## config.mk

```make
export PLATFORM = sky130hd
export DESIGN_NAME = mem_access_ctrl
export DESIGN_NICKNAME = d
export VERILOG_FILES = /design/src/rtl/common.sv /design/src/rtl/mem_align.sv /design/src/rtl/mem_access_ctrl.sv
export SDC_FILE = /design/constraint.sdc
export NUM_CORES = 1
export LEC_CHECK = 0
export BUFFER_PORTS_ARGS = -buffer_cell sky130_fd_sc_hd__buf_2
export CORE_ASPECT_RATIO = 0.7
export CORE_MARGIN = 5
export CORE_UTILIZATION = 51
export DETAILED_ROUTE_END_ITERATION = 7
export HOLD_SLACK_MARGIN = 0.02
export PLACE_DENSITY = 0.81
export SLEW_MARGIN = 20
export SYNTH_ARGS = -nofsm -noshare
export SYNTH_HDL_FRONTEND = slang
export SYNTH_SLANG_ARGS = --single-unit
export TNS_END_PERCENT = 1
```

## constraint.sdc

```tcl
create_clock -name clk -period 7.76 [get_ports clk]
set_input_delay 0.388 -clock clk [delete_from_list [all_inputs] [get_ports clk]]
set_output_delay 0.388 -clock clk [all_outputs]
set_load 0.01 [all_outputs]
```

## src/rtl/common.sv

```systemverilog
// Shared bus types, memory-stage FSM states and funct3 encodings.
package common;

    typedef enum logic [2:0] {
        MSIZE1 = 3'd0,
        MSIZE2 = 3'd1,
        MSIZE4 = 3'd2,
        MSIZE8 = 3'd3
    } msize_t;

    typedef struct packed {
        logic        valid;
        logic [63:0] addr;
        msize_t      size;
        logic [7:0]  strobe;
        logic [63:0] data;
    } dbus_req_t;

    typedef struct packed {
        logic        addr_ok;
        logic        data_ok;
        logic [63:0] data;
    } dbus_resp_t;

    typedef enum logic [1:0] {
        IDLE,
        BUSY,
        DONE
    } mem_state_t;

    localparam logic [2:0] F3_B  = 3'b000;
    localparam logic [2:0] F3_H  = 3'b001;
    localparam logic [2:0] F3_W  = 3'b010;
    localparam logic [2:0] F3_D  = 3'b011;
    localparam logic [2:0] F3_BU = 3'b100;
    localparam logic [2:0] F3_HU = 3'b101;
    localparam logic [2:0] F3_WU = 3'b110;

endpackage

```

## src/rtl/mem_align.sv

```systemverilog
// Byte-lane steering for the data bus: store shift/strobe, load extract/extend,
// natural-alignment check.
module mem_align
    import common::*;
(
    input  logic [2:0]  i_funct3,
    input  logic [2:0]  i_addr_lo,
    input  logic [63:0] i_wdata,
    input  logic [63:0] i_rdata_raw,
    output logic [7:0]  o_strobe,
    output msize_t      o_size,
    output logic [63:0] o_wdata,
    output logic [63:0] o_rdata,
    output logic        o_misalign
);

    logic [5:0]  w_shamt;
    logic [63:0] w_t;
    logic [7:0]  w_mask;

    assign w_shamt  = {i_addr_lo, 3'b000};
    assign w_t      = i_rdata_raw >> w_shamt;
    assign o_wdata  = i_wdata << w_shamt;
    assign o_strobe = w_mask << i_addr_lo;

    always_comb begin
        o_size     = MSIZE1;
        w_mask     = 8'h01;
        o_misalign = 1'b0;
        unique case (i_funct3[1:0])
            2'd0: begin
                o_size = MSIZE1;
                w_mask = 8'h01;
            end
            2'd1: begin
                o_size     = MSIZE2;
                w_mask     = 8'h03;
                o_misalign = i_addr_lo[0];
            end
            2'd2: begin
                o_size     = MSIZE4;
                w_mask     = 8'h0F;
                o_misalign = |i_addr_lo[1:0];
            end
            2'd3: begin
                o_size     = MSIZE8;
                w_mask     = 8'hFF;
                o_misalign = |i_addr_lo;
            end
        endcase
    end

    // 3'b111 has no unsigned-double meaning; it falls through to the full double.
    always_comb begin
        o_rdata = w_t;
        case (i_funct3)
            F3_B:    o_rdata = {{56{w_t[7]}}, w_t[7:0]};
            F3_H:    o_rdata = {{48{w_t[15]}}, w_t[15:0]};
            F3_W:    o_rdata = {{32{w_t[31]}}, w_t[31:0]};
            F3_BU:   o_rdata = {56'd0, w_t[7:0]};
            F3_HU:   o_rdata = {48'd0, w_t[15:0]};
            F3_WU:   o_rdata = {32'd0, w_t[31:0]};
            F3_D:    o_rdata = w_t;
            default: o_rdata = w_t;
        endcase
    end

endmodule

```

## src/rtl/mem_access_ctrl.sv

```systemverilog
// Memory-stage data-bus sequencer: latches one load/store, holds dreq until data_ok,
// stalls the pipeline meanwhile and returns the extended load result.
module mem_access_ctrl
    import common::*;
(
    input  logic        clk,
    input  logic        reset,
    input  logic        memread,
    input  logic        memwrite,
    input  logic [2:0]  funct3,
    input  logic [63:0] addr,
    input  logic [63:0] wdata,
    output dbus_req_t   dreq,
    input  dbus_resp_t  dresp,
    output logic [63:0] rdata,
    output logic        done,
    output logic        misalign,
    output logic        stall
);

    mem_state_t  r_state;
    mem_state_t  w_next;
    logic [63:0] r_addr;
    logic [2:0]  r_funct3;
    logic        r_store;
    logic [63:0] r_wdata;
    logic        r_misalign;
    logic [63:0] r_rdata;

    logic        w_op;
    logic        w_idle;
    logic [2:0]  w_f3;
    logic [2:0]  w_addr_lo;
    logic [7:0]  w_strobe;
    msize_t      w_size;
    logic [63:0] w_wdata_sh;
    logic [63:0] w_rdata_ext;
    logic        w_misalign;
    logic        w_unused_addr_ok;

    assign w_op             = memread | memwrite;
    assign w_idle           = (r_state == IDLE);
    assign w_unused_addr_ok = dresp.addr_ok;

    // Live inputs feed the aligner while idle; the latched copy once the access is issued.
    assign w_f3      = w_idle ? funct3 : r_funct3;
    assign w_addr_lo = w_idle ? addr[2:0] : r_addr[2:0];

    mem_align u_align (
        .i_funct3    (w_f3),
        .i_addr_lo   (w_addr_lo),
        .i_wdata     (wdata),
        .i_rdata_raw (dresp.data),
        .o_strobe    (w_strobe),
        .o_size      (w_size),
        .o_wdata     (w_wdata_sh),
        .o_rdata     (w_rdata_ext),
        .o_misalign  (w_misalign)
    );

    always_ff @(posedge clk or posedge reset) begin
        if (reset) begin
            r_state    <= IDLE;
            r_addr     <= '0;
            r_funct3   <= '0;
            r_store    <= 1'b0;
            r_wdata    <= '0;
            r_misalign <= 1'b0;
            r_rdata    <= '0;
        end else begin
            r_state <= w_next;
            if (w_idle && w_op) begin
                r_addr     <= addr;
                r_funct3   <= funct3;
                r_store    <= memwrite;
                r_wdata    <= w_wdata_sh;
                r_misalign <= w_misalign;
            end
            if (r_state == BUSY && dresp.data_ok && !r_store) begin
                r_rdata <= w_rdata_ext;
            end
        end
    end

    always_comb begin
        w_next = r_state;
        stall  = 1'b0;
        case (r_state)
            IDLE: begin
                stall = w_op;
                if (w_op) begin
                    w_next = w_misalign ? DONE : BUSY;
                end
            end
            BUSY: begin
                stall = 1'b1;
                if (dresp.data_ok) begin
                    w_next = DONE;
                end
            end
            DONE:    w_next = IDLE;
            default: w_next = IDLE;
        endcase
    end

    // Request is a pure function of state and latched fields, so it cannot move mid-access.
    always_comb begin
        dreq = '0;
        if (r_state == BUSY) begin
            dreq.valid  = 1'b1;
            dreq.addr   = r_addr;
            dreq.size   = w_size;
            dreq.strobe = r_store ? w_strobe : 8'h00;
            dreq.data   = r_store ? r_wdata : 64'd0;
        end
    end

    assign done     = (r_state == DONE);
    assign misalign = done & r_misalign;
    assign rdata    = r_rdata;

endmodule

```

## After elaboration in Yosys (flattened, before gate mapping)

Cells that the tools add are included.

| cells by class | value |
|---|---|
| equality and inequality tests | 12 |
| shifts and indexed selects | 3 |
| mux-type cells | 14 |
| bitwise operators | 2 |
| reduce and logical (&&, ||, !) cells | 10 |

Operator list:

| cell | number |
|---|---|
| $pmux 64 s6 | 1 |
| $mux 140 | 1 |
| $mux 64 | 1 |
| $shl 64x6->64 | 1 |
| $shr 64x6->64 | 1 |
| $pmux 8 s4 | 1 |
| $pmux 3 s4 | 1 |
| $eq 3x3->1 const B | 3 |
| $mux 8 | 1 |
| $shl 8x3->8 | 1 |
| $eq 2x2->1 const B | 3 |
| $mux 2 | 3 |
| $mux 3 | 2 |
| $eq 2x1->1 const B | 2 |
| $logic_not 2->1 | 2 |
| $ne 2x2->1 const B | 2 |
| $pmux 2 s2 | 1 |
| $eq 3x1->1 const B | 1 |
| $eq 3x2->1 const B | 1 |
| $logic_and 1x1->1 | 3 |
| $logic_not 3->1 | 1 |
| $pmux 1 s3 | 1 |
| $reduce_or 3->1 | 1 |
| $pmux 1 s2 | 1 |
| 5 further kinds | 5 |

| storage, ports and cells | value |
|---|---|
| flip-flop bits (word level) | 199 |
| bits of input ports | 201 |
| output and inout port bits | 207 |
| logic and storage cells | 48 |

## Longest topological paths before layout

Gate-level depths: netlist (run 1).

| logic depth | value |
|---|---|
| word-level depth | 7 |
| gate-level depth with buffers | 10 |
| depth with buffers taken out | 6 |

## Modules after synthesis

Synthesis (run 1) repeated with hierarchy kept, for this count alone.

| unflattened totals | value |
|---|---|
| cells, all modules | 1208 |
| area, all modules | 12494.5 sq um |

By module, submodules not included:

| module | times used | cells an instance | area each (sq um) | sequential area each (sq um) |
|---|---|---|---|---|
| mem_access_ctrl | 1 | 604 | 8795.9 | 4979.8 |
| mem_align | 1 | 604 | 3698.5 | 0.0 |

## Worst setup path before layout (run 1)

No wires, ideal clock.

| timing | value |
|---|---|
| path type | reg-to-output |
| start point | register r_state[1] |
| end point | output dreq[71] (netlist name) |
| data arrival time | 2096 ps |
| data required time | 7372 ps |
| setup slack | 5276 ps |
| cell stages (with the launch flop) | 10 |
| path buffers | 5 |
| path through | dfrtp_1 -> buf_4 -> nor2_4 -> a21o_2 -> buf_6 -> buf_4 -> buf_4 -> buf_2 -> a21oi_1 -> nor3_1 |

RTL lines:

| what | line | RTL |
|---|---|---|
| from (decl) | mem_access_ctrl.sv:21 | `mem_state_t r_state;` |
| from (signal assigned) | mem_access_ctrl.sv:71 | `r_state <= w_next;` |
| to (decl) | mem_access_ctrl.sv:13 | `output dbus_req_t dreq,` |

==> metrics.md, run 1 <==
| Metric | Value |
|---|---|
| Cts-stage hold buffer count | `0` |
| Vias post-DR | `12300` |
| Reg2reg start | `r_state[1]$_DFFE_PP0P_` |
| Arrival @ worst endpoint | `4.08 ns` |
| Cells on worst reg2reg path | `7` |
| Avg Cell Area, Syn | `8.40 um^2` |
| Commonest non-fill, non-tap cell in the layout | `buf_2` |
| Flop and latch count out of synthesis | `199` |
| Antenna viol nets, final | `0` |
| Routed WL | `44200 um` |
| First-pass GRT wire length | `66300 um` |
| Max FO, Critical Path | `61` |
| Ys Warns | `0` |
| Endpoints failing setup | `0` |
| Placed cell areas | `0.0138 mm^2` |
| Power per Cell Area | `454 mW/mm^2` |
| Crit. End Element | `output port` |
| Buffer count from post-CTS setup fixing | `0` |
| Pre-CTS WS | `3.87 ns` |
| Worst min-delay path class | `in -> async` |
| First-pass DRT Iterations | `7` |
| Async SR Flop Fraction | `100%` |
| Setup WS post-layout | `3.29 ns` |
| Worst Path Required | `7.37 ns` |
| Outcome | `completed` |
| Commonest cells after routing, fill and taps aside | `405 x buf_2, 383 x nand2_1, 199 x dfrtp_1` |
| Design area | `0.0144 mm^2` |
| Fmax | `224 MHz` |
| Rows | `46` |
| Buffers added on ports | `405` |
| CTS tree | `yes` |
| Clock buffer depth | `2` |
| Leak | `7.62 nW` |
| Vias/cell | `6.03` |
| Number of fill cells | `1989` |
| Slew Limit Fails | `0` |
| R2R Path End | `rdata[63]$_DFFE_PP0P_` |
| VDD IR max | `0.290 mV` |
| Initial antenna violation count | `1` |
| CTS buffer count | `17` |
| GRT Overall Usage | `32.6%` |
| RSZ-0062 raised after global routing | `no` |
| Mapped Cells | `1400` |
| Crit share post-route | `57.6%` |
| Synth Cell Area | `0.0118 mm^2` |
| Vias in the first global route | `11500` |
| Total Neg Setup Slack | `0 ns` |
| Post-CTS Resized | `0` |
| Multi-input logic area | `0.00625 mm^2` |
| Min Clock Period, post-route | `4.47 ns` |
| R2r setup slk | `3.83 ns` |
| Setup crit start kind | `flip-flop` |
| Crit Path Category | `reg -> out` |
| DIE WIDTH | `191 um` |
| CORE AREA | `0.0227 mm^2` |
| Synth unique cells | `58` |
| Clk_lat worst skew | `0.45 ns` |
| Hold_ws | `0.126 ns` |
| Initial Utilization | `51.8%` |
| Share of cells above drive strength 1 | `28.7%` |
| FF+latch area | `0.00498 mm^2` |
| Relative slew slack | `19.5%` |
| Final Hold Viols | `0` |
| Setup crit start | `r_state[1]$_DFFE_PP0P_` |
| DRC viols | `0` |
| Register area share after synthesis | `42.4%` |
| Die ar. | `0.0262 mm^2` |
| Syn nets | `1601` |
| Largest net degree at the start of global routing | `135` |
| Area delta synth->final | `22.8%` |
| GP Congestion | `0.991` |
| Die Y-Extent | `137 um` |
| Top FF cell, synth | `dfrtp_1` |
| Number of flops mapped to enable cells by yosys | `0` |
| Nets | `1921` |
| DRT iter0 DRCs | `1399` |
| Wire per inst | `21.6 um` |
| Max-Cap Viols | `0` |
| Grt ovf | `0` |
| IO Pins | `408` |
| Detail Placement HPWL | `31500 um` |
| Final Skew | `0.0118 ns` |
| Clk sink count | `199` |
| Reg clk slew, reported paths | `0.08 ns` |
| Htree depth | `4` |
| Root buffer selected by CTS | `clkbuf_16` |
| Slew @ Worst Pin | `1.20 ns` |
-- synthesized netlist by cell type (all sizes together), types with 9 or more instances --
cell type | n | share of area [%]
buf | 48 | 2.5
nand2 | 385 | 12
nor2 | 111 | 3.7
o22ai | 9 | 0.48
a211oi | 15 | 0.96
mux2i | 81 | 6.9
and2 | 68 | 3.6
clkbuf | 72 | 2.3
a31oi | 71 | 3.9
dfrtp | 199 | 42
a32oi | 25 | 1.9
mux2 | 9 | 0.86
and3 | 75 | 4.0
a21oi | 42 | 1.8
a22oi | 9 | 0.73
a41oi | 9 | 0.96
o21ai | 56 | 2.4
nand3 | 22 | 0.94
a22o | 23 | 1.7
nand2b | 11 | 0.59
-- metal layers --
layer	wire, um	vias up	GRT usage [%]
li1	-	5517	-
met1	17500	5845	45.6
met2	19500	882	48.6
met3	6000	103	10.4
met4	1170	0	9.73
met5	0	-	0
-- per-stage QoR --
stage | total power, W | utilization [%] | cells
floorplan | 0.00438 | - | 1400
global placement | 0.00543 | 60.8 | 2012
detailed placement | 0.00553 | 60.9 | 2013
CTS | 0.00648 | 63.6 | 2045
global route | 0.00696 | 63.6 | 2046
finish | 0.00655 | 63.7 | 2048
-- registers in the layout, indices dropped and copies added, names as in the netlist --
name	cells
r_addr	64
r_wdata	64
rdata	64
r_funct3	3
r_state	2
r_misalign	1
r_store	1
-- kinds of logic after synthesis --
logic type | after synthesis | share of synthesized area (%)
buffers and inverters | 123 | 4.90
AO/OA/AOI/OAI | 288 | 17.1
multiplexers | 97 | 9.10
AND/OR/NAND/NOR | 692 | 26.5
other | 1 | 0.0319
flip-flops | 199 | 42.4
-- final cells by class --
class	instances	share of cell area (%)
Tap cell	312	2.70
Multi-Input combinational cell	1078	43.3
Timing Repair Buffer	421	15.1
Sequential cell	199	34.5
Clock buffer	17	2.95
Antenna cell	3	0.0520
Clock inverter	15	1.29
Inverter	3	0.130
-- report_power, final --
group / internal (W) / switching (W)
clock: 0.000490 / 0.000442
combinational: 0.00133 / 0.00244
sequential: 0.00155 / 0.000299
-- how the worst max path moves through the flow --
stage          slack [ns]                    end  cells after the start
2_1_floorplan        1.95  r_addr[0]$_DFFE_PP0P_                      1
3_3_place_gp         3.72  rdata[40]$_DFFE_PP0P_                      6
3_5_place_dp         3.87               dreq[70]                      6
4_1_cts              3.38               dreq[70]                      6
5_1_grt              3.10               dreq[70]                      6
6_report             3.29               dreq[70]                      6
-- critical path, stage by stage (launching register included) --
cell and delay (ns):
dfrtp_1 0.69, or3b_1 0.55, nand2_4 0.64, nor2_1 1.01, a21oi_1 0.13, a211oi_1 0.37, buf_2 0.20
No activity file was read; power rests on OpenSTA's default activity.
==> run 2: changes to the inputs <==
- clock period: 7.76 -> 4.2 ns (I/O delays scaled with it)
==> metrics.md, run 2 (same netlist as run 1, synthesis figures left out) <==
| Metric | Value |
|---|---|
| Max-Cap Viols | `0 (unchanged)` |
| CTS buffer count | `17 (unchanged)` |
| Clk sink count | `199 (unchanged)` |
| M3 GR Usage | `10.6% (+0.20 points)` |
| Post-CTS Resized | `0 (unchanged)` |
| IO Pins | `408 (unchanged)` |
| GRT Overall Usage | `34.3% (+1.8 points)` |
| Die Y-Extent | `137 um (unchanged)` |
| Total Neg Setup Slack | `0 ns (unchanged)` |
| Reg2reg start | `r_state[1]$_DFFE_PP0P_` |
| DIE WIDTH | `191 um (unchanged)` |
| Outcome | `completed` |
| Cts-stage hold buffer count | `68 (+68)` |
| Wire per inst | `21.8 um (+0.82%)` |
| M2 GR Usage | `52.3% (+3.7 points)` |
| Final Skew | `0.0135 ns (+0.00175 ns)` |
| GR peak layer | `met2` |
| Critical path's largest stage delay | `0.84 ns (-0.17 ns)` |
| Non-Filler Instances | `2128 (+3.9%)` |
| Relative slew slack | `30.5% (+11 points)` |
| Worst path bufs/invs | `1 (unchanged)` |
| Routed WL | `46300 um (+4.8%)` |
| Final Hold Viols | `0 (unchanged)` |
| Slew Limit Fails | `0 (unchanged)` |
| Setup WS post-layout | `0.474 ns (-2.82 ns)` |
| Detail Placement HPWL | `31400 um (-0.19%)` |
| Clock buffer depth | `2 (unchanged)` |
| Total Power | `0.0123 W (+87%)` |
| Dpl cells | `2020 (+0.35%)` |
| CTS tree | `yes` |
| Share of cells above drive strength 1 | `27.9% (-0.78 points)` |
| Crit. End Element | `output port` |
| Crit share post-route | `88.7%` |
| Slowest cell on crit path | `nor2_1` |
| Commonest non-fill, non-tap cell in the layout | `buf_2` |
| Nets | `1998 (+4.0%)` |
| Setup crit start kind | `flip-flop` |
| Slew @ Worst Pin | `1.03 ns (-0.162 ns)` |
| Commonest cells after routing, fill and taps aside | `405 x buf_2, 383 x nand2_1, 199 x dfrtp_1` |
| R2r setup slk | `0.84 ns (-2.99 ns)` |
| Fmax | `268 MHz` |
| Vias post-DR | `12800 (+3.8%)` |
| Crit Path Category | `reg -> out` |
| Worst Path Required | `3.99 ns (-3.38 ns)` |
| Crit path max-delay family | `simple AND/OR/NAND/NOR gates` |
| Die ar. | `0.0262 mm^2 (unchanged)` |
| Htree depth | `4 (unchanged)` |
| Area delta synth->final | `29.3%` |
| Power per Cell Area | `806 mW/mm^2 (+78%)` |
| First-pass DRT Iterations | `6 (-1)` |
| Root buffer selected by CTS | `clkbuf_16` |
| CORE AREA | `0.0227 mm^2 (unchanged)` |
| Met1 Track Usage GR | `46.9% (+1.4 points)` |
| DRT iter0 DRCs | `1579 (+13%)` |
| Rows | `46 (unchanged)` |
| Largest net degree at the start of global routing | `133 (-1.5%)` |
| Antenna viol nets, final | `0 (unchanged)` |
| Initial antenna violation count | `9 (+8)` |
| Worst min-delay path class | `in -> reg` |
| Vias/cell | `6.02 (-0.10%)` |
| Min Clock Period, post-route | `3.73 ns` |
| First-pass GRT wire length | `70000 um (+5.7%)` |
| Grt ovf | `0 (unchanged)` |
| Setup crit start | `r_state[1]$_DFFE_PP0P_` |
| Reg clk slew, reported paths | `0.08 ns (about the same)` |
| Leak | `7.93 nW (+4.2%)` |
| Min-delay src | `wdata[5]` |
| Util after Layout | `67.0% (+3.4 points)` |
| Vias in the first global route | `12200 (+6.7%)` |
| GP Congestion | `1.01 (+2.3%)` |
| Pre-CTS WS | `0.904 ns (-2.97 ns)` |
| Arrival @ worst endpoint | `3.52 ns (-0.56 ns)` |
| Cells along the critical path | `or3b_1 > nand2_4 > nor2_1 > a21oi_1 > a211oi_1 > buf_2` |
| RSZ-0062 raised after global routing | `no` |
| DRC viols | `0 (unchanged)` |
| Buffers added on ports | `405 (unchanged)` |
| VDD IR max | `0.489 mV (+69%)` |
| Initial Utilization | `51.8% (unchanged)` |
| Clk_lat worst skew | `0.45 ns (about the same)` |
| Max FO, Critical Path | `33 (-46%)` |
| Endpoints failing setup | `0 (unchanged)` |
| Buffer count from post-CTS setup fixing | `0 (unchanged)` |
==> run 2: worst min-delay path, stage by stage <==
cell,delay [ns]
buf_2,0.13
nand3_1,0.07
nand2_1,0.05
==> run 2: where the power goes <==
| group | internal [W] | switching, W | total [W] | leakage (nW) |
|---|---|---|---|---|
| logic | 0.00257 | 0.00460 | 0.00716 | 5.22 |
| clock network | 0.000854 | 0.000799 | 0.00165 | 0.280 |
| registers | 0.00286 | 0.000570 | 0.00343 | 2.44 |
==> run 2: stage by stage <==
step,hold slack [ns],area (um^2)
after floorplan,0.315,11800
after global placement,0.198,13900
after detailed placement,0.201,13900
after CTS,0.0324,15100
after global routing,0.0561,15200
final,0.0618,15200
==> run 2: area by class of cell <==
cell class              instances  area, um^2
clock buffers                  19         443
well taps                     312         390
diodes                          6        15.0
flip-flops and latches        199        4980
inverters                       3        15.0
clock inverters                13         136
repair buffers                498        2960
multi-input cells            1078        6250
fillers                      1862        7480
==> run 2: path summary, 6_finish.rpt <==
kind	to	cells after the start
worst max-delay path	dreq[70]	6
worst min-delay path	r_wdata[5]$_DFFE_PP0P_	3
worst max register to register	rdata[20]$_DFFE_PP0P_	6
worst min register to register	r_wdata[5]$_DFFE_PP0P_	2
max in group asynchronous	rdata[34]$_DFFE_PP0P_	4
min in group asynchronous	r_addr[39]$_DFFE_PP0P_	3
==> run 2: layer usage <==
| metal | part of all wire, % | up-vias | routed length [um] |
|---|---|---|---|
| met5 | 0.080 | - | 37 |
| met3 | 13 | 120 | 5970 |
| met4 | 3.2 | 6 | 1490 |
| met1 | 40 | 6138 | 18300 |
| li1 | - | 5653 | - |
| met2 | 44 | 899 | 20500 |
==> run 3: changes to the inputs <==
--- a/constraint.sdc
+++ b/constraint.sdc
@@ -3,2 +3,2 @@
 set_output_delay 0.21 -clock clk [all_outputs]
-set_load 0.01 [all_outputs]
+set_load 0.1 [all_outputs]
==> metrics.md, run 3 (same netlist as run 1, synthesis figures left out) <==
| Metric | Value |
|---|---|
| Outcome | `completed` |
| Crit. End Element | `output port` |
| Reg2reg start | `r_state[1]$_DFFE_PP0P_` |
| Worst Path Required | `3.99 ns (about the same)` |
| Min Clock Period, post-route | `3.58 ns (-0.143 ns)` |
| Wire per inst | `21.9 um (+0.66%)` |
| Clock buffer depth | `2 (unchanged)` |
| Nets | `1996 (-0.10%)` |
| RSZ-0062 raised after global routing | `no` |
| Routed WL | `46700 um (+0.75%)` |
| Rows | `46 (unchanged)` |
| Slew Limit Fails | `0 (unchanged)` |
| Fmax | `279 MHz (+4.0%)` |
| Crit Path Category | `reg -> out` |
| First-pass GRT wire length | `70300 um (+0.32%)` |
| Endpoints failing setup | `0 (unchanged)` |
| Detail Placement HPWL | `32000 um (+1.6%)` |
| Cells on worst reg2reg path | `7 (+1)` |
| Max FO, Critical Path | `29 (-12%)` |
| Arrival @ worst endpoint | `3.37 ns (-0.15 ns)` |
| Die ar. | `0.0262 mm^2 (unchanged)` |
| Clk_lat worst skew | `0.45 ns (about the same)` |
| Buffer count from post-CTS setup fixing | `0 (unchanged)` |
| Htree depth | `4 (unchanged)` |
| Max-Cap Viols | `0 (unchanged)` |
| M3 GR Usage | `10.1% (-0.48 points)` |
| Met1 Track Usage GR | `46.8% (-0.10 points)` |
| Slew @ Worst Pin | `1.07 ns (+0.0334 ns)` |
| GR peak layer | `met2` |
| Commonest non-fill, non-tap cell in the layout | `buf_2` |
| Share of cells above drive strength 1 | `27.9% (+0.046 points)` |
| Vias post-DR | `12900 (+0.45%)` |
| Crit share post-route | `85.3% (-3.4 points)` |
| Vias in the first global route | `12300 (+0.74%)` |
| CTS buffer count | `17 (unchanged)` |
| Root buffer selected by CTS | `clkbuf_16` |
| Total Neg Setup Slack | `0 ns (unchanged)` |
| Die Y-Extent | `137 um (unchanged)` |
| Worst min-delay path class | `in -> reg` |
| Initial Utilization | `51.8% (unchanged)` |
| Setup WS post-layout | `0.617 ns (+0.143 ns)` |
| CTS tree | `yes` |
| Final Hold Viols | `0 (unchanged)` |
| Grt ovf | `0 (unchanged)` |
| Initial antenna violation count | `11 (+2)` |
| Min-delay src | `addr[1]` |
| Final Skew | `0.0164 ns (+0.00291 ns)` |
| Buffers added on ports | `405 (unchanged)` |
| Hold Path End | `r_addr[1]$_DFFE_PP0P_` |
| Hold Crit Depth | `3 (unchanged)` |
| Setup crit start kind | `flip-flop` |
| Antenna viol nets, final | `0 (unchanged)` |
| IO Pins | `408 (unchanged)` |
| DRC viols | `0 (unchanged)` |
| GRT Overall Usage | `34.5% (+0.16 points)` |
| Clk sink count | `199 (unchanged)` |
| Largest net degree at the start of global routing | `139 (+4.5%)` |
| M2 GR Usage | `52.1% (-0.20 points)` |
| First-pass DRT Iterations | `5 (-1)` |
| CORE AREA | `0.0227 mm^2 (unchanged)` |
| DIE WIDTH | `191 um (unchanged)` |
| GP Congestion | `1.03 (+1.2%)` |
| Pre-CTS WS | `0.906 ns (+0.00251 ns)` |
| Reg clk slew, reported paths | `0.07 ns (about the same)` |
| R2R Path End | `rdata[21]$_DFFE_PP0P_` |
| Vias/cell | `6.04 (+0.36%)` |
| DRT iter0 DRCs | `1357 (-14%)` |
| Number of fill cells | `1866 (+0.21%)` |
| Area delta synth->final | `28.6%` |
| Util after Layout | `66.7% (-0.35 points)` |
| R2r setup slk | `0.73 ns (-0.11 ns)` |
| Commonest cells after routing, fill and taps aside | `404 x buf_2, 383 x nand2_1, 199 x dfrtp_1` |
| Relative slew slack | `28.8% (-1.7 points)` |
## run 3: cell types whose count changed in the layout (fill, tap and decap cells not counted), moves of 2 or more
cell,before,now
dlygate4sd3_1,68,65
diode_2,6,11
buf_4,20,24
buf_16,2,0
inv_8,3,1
inv_6,3,7
## run 3: worst max path at each step
stage,end,cells after the start,from,slack [ns]
finish,dreq[70],6,r_state[1]$_DFFE_PP0P_,0.62
CTS,dreq[69],6,r_state[1]$_DFFE_PP0P_,0.65
global route,dreq[70],6,r_state[1]$_DFFE_PP0P_,0.44
global placement,rdata[22]$_DFFE_PP0P_,7,r_state[1]$_DFFE_PP0P_,0.94
detailed placement,rdata[46]$_DFFE_PP0P_,7,r_state[1]$_DFFE_PP0P_,0.91
floorplan,dreq[70],7,r_state[1]$_DFFE_PP0P_,0.007
## run 3: area by class of cell
type	instances	area [um^2]	share of cell area, %
Multi-Input combinational cell	1078	6250	41.4
Sequential cell	199	4980	32.9
Timing Repair Buffer	496	2910	19.3
Clock buffer	18	429	2.84
Tap cell	312	390	2.58
Clock inverter	13	110	0.728
Antenna cell	11	27.5	0.182
Inverter	3	15.0	0.0993
## run 3: stage by stage
stage	instance area [um^2]	instances	hold WS, ns
after CTS	15100	2119	0.0245
after detailed placement	13900	2023	0.402
final	15100	2130	0.0393
after global placement	13900	2023	0.398
after global routing	15100	2129	0.0357
after floorplan	11800	1400	0.315
## run 3: timing repair
| item | 4_1_cts | 5_1_grt |
|---|---|---|
| hold buffers | 65 | 0 |
| resized for setup | 0 | 0 |
| setup endpoints to repair | 0 | 0 |
| endpoints found under the hold margin | 65 | 0 |
## run 3: layer usage
metal / routed length (um) / share of wire (%) / up-vias
met3: 5770 / 12 / 121
met2: 20700 / 44 / 938
met1: 18400 / 39 / 6160
met4: 1810 / 3.9 / 2
met5: 7 / 0.015 / -
li1: - / - / 5653
## run 3: worst max-delay path, stage by stage (launching register included)
cell and delay, ns:
dfrtp_1 0.70, or3b_1 0.55, nand2_4 0.41, nor2_1 0.30, a21oi_1 0.10, a211oi_1 0.61, buf_12 0.25
Power of run 3 is not shown: default switching activity piles up to over one toggle a cycle in this logic, so the estimate is an artifact.
